`src/rtl/elastic_node_if.sv`:
```
// Handshake bundle between an elastic_node and its upstream/downstream neighbours.
// The stall_cnt signal exists only when ELASTIC_NODE_STALL_CNT_EN is defined.
interface elastic_node_if #(
    parameter int WIDTH = 32,
    parameter int DEPTH = 4
);
    localparam int CW = $clog2(DEPTH) + 1;

    logic [WIDTH-1:0] data_in;
    logic             up_valid_in;
    logic             up_ready_out;
    logic [WIDTH-1:0] data_out;
    logic             dn_valid_out;
    logic             dn_ready_in;
    logic [CW-1:0]    occupancy;
`ifdef ELASTIC_NODE_STALL_CNT_EN
    logic [15:0]      stall_cnt;

    modport slave (
        input  data_in, up_valid_in, dn_ready_in,
        output up_ready_out, data_out, dn_valid_out, occupancy, stall_cnt
    );
    modport master (
        output data_in, up_valid_in, dn_ready_in,
        input  up_ready_out, data_out, dn_valid_out, occupancy, stall_cnt
    );
`else
    modport slave (
        input  data_in, up_valid_in, dn_ready_in,
        output up_ready_out, data_out, dn_valid_out, occupancy
    );
    modport master (
        output data_in, up_valid_in, dn_ready_in,
        input  up_ready_out, data_out, dn_valid_out, occupancy
    );
`endif
endinterface

```
`src/rtl/elastic_node.sv`:
```
// Elastic pipeline node: DEPTH-entry circular buffer with valid/ready on both sides.
// Optional stall counter enabled by defining ELASTIC_NODE_STALL_CNT_EN.
module elastic_node #(
    parameter int WIDTH = 32,
    parameter int DEPTH = 4
) (
    input logic           clk,
    input logic           rst_n,
    elastic_node_if.slave bus
);
    localparam int AW = $clog2(DEPTH);
    localparam int CW = AW + 1;

    if (WIDTH < 1 || WIDTH > 1024) begin : g_bad_width
        $error("elastic_node: WIDTH out of range");
    end
    if (DEPTH < 2 || DEPTH > 256 || (DEPTH & (DEPTH - 1)) != 0) begin : g_bad_depth
        $error("elastic_node: DEPTH must be a power of two in 2..256");
    end

    logic [WIDTH-1:0] mem [DEPTH];
    logic [AW-1:0]    wr_ptr;
    logic [AW-1:0]    rd_ptr;
    logic [CW-1:0]    count;
    logic             full;
    logic             empty;
    logic             up_fire;
    logic             dn_fire;

    // Ready/valid come only from count, so neither side sees the other combinationally.
    assign full    = (count == CW'(DEPTH));
    assign empty   = (count == '0);
    assign up_fire = bus.up_valid_in & ~full;
    assign dn_fire = ~empty & bus.dn_ready_in;

    assign bus.up_ready_out = ~full;
    assign bus.dn_valid_out = ~empty;
    assign bus.data_out     = mem[rd_ptr];
    assign bus.occupancy    = count;

    always_ff @(posedge clk) begin
        if (!rst_n) begin
            wr_ptr <= '0;
            rd_ptr <= '0;
            count  <= '0;
            for (int i = 0; i < DEPTH; i++) begin
                mem[i] <= '0;
            end
        end else begin
            if (up_fire) begin
                mem[wr_ptr] <= bus.data_in;
                wr_ptr      <= wr_ptr + 1'b1;
            end
            if (dn_fire) begin
                rd_ptr <= rd_ptr + 1'b1;
            end
            case ({up_fire, dn_fire})
                2'b10:   count <= count + 1'b1;
                2'b01:   count <= count - 1'b1;
                default: count <= count;
            endcase
        end
    end

`ifdef ELASTIC_NODE_STALL_CNT_EN
    logic [15:0] stall_q;

    always_ff @(posedge clk) begin
        if (!rst_n) begin
            stall_q <= '0;
        end else if (~empty && !bus.dn_ready_in && stall_q != 16'hFFFF) begin
            stall_q <= stall_q + 16'd1;
        end
    end

    assign bus.stall_cnt = stall_q;
`endif

endmodule

```
`src/flat_wrapper.sv`:
```
// flat-port wrapper written by rule: the top's interface ports become plain ports
module elastic_node_flat 
#(
    parameter int WIDTH = 32,
    parameter int DEPTH = 4
)
  (clk, rst_n, bus_data_in, bus_up_valid_in, bus_dn_ready_in, bus_up_ready_out, bus_data_out, bus_dn_valid_out, bus_occupancy);
  elastic_node_if #(.WIDTH(WIDTH), .DEPTH(DEPTH)) bus_i ();
  input logic clk;
  input logic rst_n;
  input wire logic [$bits(bus_i.data_in)-1:0] bus_data_in;
  input wire logic [$bits(bus_i.up_valid_in)-1:0] bus_up_valid_in;
  input wire logic [$bits(bus_i.dn_ready_in)-1:0] bus_dn_ready_in;
  output wire logic [$bits(bus_i.up_ready_out)-1:0] bus_up_ready_out;
  output wire logic [$bits(bus_i.data_out)-1:0] bus_data_out;
  output wire logic [$bits(bus_i.dn_valid_out)-1:0] bus_dn_valid_out;
  output wire logic [$bits(bus_i.occupancy)-1:0] bus_occupancy;
  assign bus_i.data_in = bus_data_in;
  assign bus_i.up_valid_in = bus_up_valid_in;
  assign bus_i.dn_ready_in = bus_dn_ready_in;
  assign bus_up_ready_out = bus_i.up_ready_out;
  assign bus_data_out = bus_i.data_out;
  assign bus_dn_valid_out = bus_i.dn_valid_out;
  assign bus_occupancy = bus_i.occupancy;
  elastic_node #(.WIDTH(WIDTH), .DEPTH(DEPTH)) u_core (.clk(clk), .rst_n(rst_n), .bus(bus_i));
endmodule
```
`config.mk`:
```
export PLATFORM = sky130hd
export DESIGN_NAME = elastic_node_flat
export DESIGN_NICKNAME = d
export VERILOG_FILES = /design/src/rtl/elastic_node_if.sv /design/src/rtl/elastic_node.sv /design/src/flat_wrapper.sv
export SDC_FILE = /design/constraint.sdc
export NUM_CORES = 1
export LEC_CHECK = 0
export CORE_MARGIN = 4
export CORE_UTILIZATION = 50
export CTS_BUF_LIST = sky130_fd_sc_hd__clkbuf_8 sky130_fd_sc_hd__clkbuf_16
export CTS_CLUSTER_DIAMETER = 120
export CTS_CLUSTER_SIZE = 40
export DETAILED_ROUTE_END_ITERATION = 8
export GPL_TIMING_DRIVEN = 0
export PLACE_DENSITY_LB_ADDON = 0.05
export SETUP_SLACK_MARGIN = 0.4
export SLEW_MARGIN = 0
export SYNTH_ARGS = -nofsm -noshare
export SYNTH_HDL_FRONTEND = slang
export SYNTH_SLANG_ARGS = --single-unit
```
`constraint.sdc`:
```
create_clock -name clk -period 3.5 [get_ports clk]
set_input_delay 0.35 -clock clk [delete_from_list [all_inputs] [get_ports clk]]
set_output_delay 0.35 -clock clk [all_outputs]
set_load 0.01 [all_outputs]
```
==> results.yml <==
cells_and_area:
  fin_nets: 494
  drive_gt1_share_pct: 24.1
  final_area_sq_mm: 0.00764
  nFillCells: 866
  syn2layout_area_growth_pct: 25.8
  final_util_pct: 65.5
  finalNonFillerCells: 612
  n_antenna_cell: 0
die:
  die_w_microns: 118
  num_rows: 39
  ios: 73
  initial_utilization_pct: 52.1
  dieArea_sq_mm: 0.0140
  chipHeight_microns: 118
  core_area_sq_mm: 0.0117
route:
  wl_per_cell_microns: 19.5
  drc: 0
  postRouteAntennaNets: 0
  first_pass_iters: 4
  viasPerCell: 5.24
  drt-initial-drc-count: 187
  num_vias: 3206
  wirelength_mm: 11.9
hold_path:
  hold_path_class: "flip-flop to flip-flop"
clocking:
  clk_pin_slew_ps: 60
  cts_resized: 0
  cts_max_level: 4
  cts.sinks: 137
  cts_setup_buffers: 0
  cts-buffers-inserted: 17
  cts_hold_buf: 0
  cts_buffer_depth: 2
  clockRootBuffer: "clkbuf_16"
  cts_tree: "yes"
  clkLatencyLatePin_ps: 410
timing:
  period_minus_slack_ps: 2790
  rsz0062_at_grt: "false"
  slew_violations: 0
  hold_violations: 0
  setup_viol: 0
  max_clock_freq_mhz: 358
  max_slew_margin_pct: 43.9
  finalCritPeriodShare_pct: 79.8
  clock-skew-final_ps: 8.53
  worst_slew_pin_slew_ps: 841
grt:
  grt_pass1_vias: 3490
  grt_overflow: 0
  antenna_found_initial: 0
  grtUsageTotal_pct: 18.2
  grt_pass1_wl_mm: 18.9
  grt_max_degree: 28
setup_path:
  cp_max_fo: 10
  crit_path_end_kind: "output pin"
  cp.required_ps: 3150
  critPathLaunchType: "flip-flop"
  critical_path_arrival_ps: 2440
  critPathKind: "flip-flop to output pin"
synth:
  syn-instance-count: 361
  ys_warn_count: 0
  ys_ff_latch: 137
  synth.top_cells.by_area: "edfxtp_1 63%, mux4_2 12%, and2_1 11%, and2_4 3.6%, dfxtp_1 3.0%"
  synth_edf_count: 128
  synth_top_cell_area_share_pct: 63.3
  synth_area_sq_mm: 0.00607
  yosysMostFrequentCell: "edfxtp_1"
  syn_avg_cell_area_sq_um: 16.8
  yosysTopAreaCell: "edfxtp_1"
  synth_cell_types: 35
  yosysSeqAreaShare_pct: 66.3
  ys.flop_type: "edfxtp_1"
  synth_nets: 399
  yosys-top-cells-count: "128 x edfxtp_1, 105 x and2_1, 32 x mux4_2"
  synthArstFlopShare_pct: 0
pwr:
  totalPowerFinal_mw: 5.03
  power.density_mw_per_mm2: 658
  ir_worst_vdd_uv: 401
  p_leak_nw: 2.79
place:
  portBuffers: 72
  numPlacedInstances: 580
  gp_congestion: 0.753
  post_dp_cell_area_sq_mm: 0.00710
  hpwl_mm: 7.62
status:
  status: "complete, no violations"
job:
  maxCapViolations: 0
-- registers in the layout, summed over array words and instances, names as in the netlist, named ones only --
register,count
u_core.mem,128
u_core.bus.occupancy,3
u_core.rd_ptr,2
u_core.wr_ptr,2
-- layout make-up --
type                    count  area, sq um  share of cell area, %
plain buffers              20          129                   1.69
repair buffers             76          808                   10.6
multi-input cells         198         1930                   25.3
inverters                   6         22.5                  0.295
well taps                 143          179                   2.34
clock buffers              17          425                   5.57
clock inverters            15          118                   1.54
flip-flops and latches    137         4020                   52.7
-- where the power goes --
group	leakage, nW	total [mW]	switching [mW]	internal, mW
registers	1.41	2.07	0.0769	1.99
clock network	0.274	1.64	0.625	1.02
logic	1.11	1.31	0.570	0.742
total	2.79	5.03	1.27	3.76
-- cell usage in the layout (no fill, tap or decap), types with 4 or more instances in the layout --
master | synthesis | final
dfxtp_1 | 9 | 9
edfxtp_1 | 128 | 128
clkdlybuf4s50_1 | 0 | 72
and2_1 | 105 | 105
clkinv_2 | 0 | 4
clkbuf_16 | 0 | 17
buf_6 | 6 | 6
and2_4 | 25 | 25
inv_1 | 5 | 7
buf_2 | 4 | 4
mux4_2 | 32 | 32
clkbuf_1 | 6 | 6
clkinv_1 | 0 | 6
-- path summary, 6_finish.rpt --
check	startpoint	end	slack [ps]	cells after the start
min	u_core.wr_ptr[0]$_SDFFE_PN0P_	u_core.wr_ptr[0]$_SDFFE_PN0P_	540	2
min reg2reg	u_core.wr_ptr[0]$_SDFFE_PN0P_	u_core.wr_ptr[0]$_SDFFE_PN0P_	540	2
max reg2reg	u_core.bus.occupancy[2]$_SDFFE_PN0P_	u_core.bus.occupancy[2]$_SDFFE_PN0P_	990	9
max	flip-flop	bus_data_out[22]	710	3
-- routing by layer --
layer | wire length (microns) | up-vias | global-route usage (%)
met3 | 552 | 6 | 4.63
li1 | - | 1525 | -
met2 | 6080 | 73 | 30.6
met1 | 5190 | 1602 | 23.1
met5 | 0 | - | 0
met4 | 91 | 0 | 6.81
-- logic make-up (layout without fill, tap and decap cells) --
| group | Yosys count | in the layout | synth area share [%] |
|---|---|---|---|
| compound gates | 9 | 9 | 0.969 |
| xor+xnor | 4 | 4 | 0.577 |
| fa+ha+maj | 2 | 2 | 0.536 |
| buf+inv | 26 | 134 | 2.49 |
| flops | 137 | 137 | 66.3 |
| mux | 33 | 33 | 12.0 |
| simple gates | 150 | 150 | 17.1 |
-- stage by stage --
stage	hold WS, ps	setup slack [ps]	TNS (ps)
2_1_floorplan	479	-83.1	-5320
3_3_place_gp	507	-2300	-163100
3_5_place_dp	526	1010	0
4_1_cts	535	657	0
5_1_grt	597	597	0
6_report	536	708	0
-- worst max-delay path: stages, from the launching register on --
cell and delay, ps:
dfxtp_1 430, clkbuf_1 670, mux4_2 430, clkdlybuf4s50_1 500
Note: power is estimated with default switching activity, not from simulation.
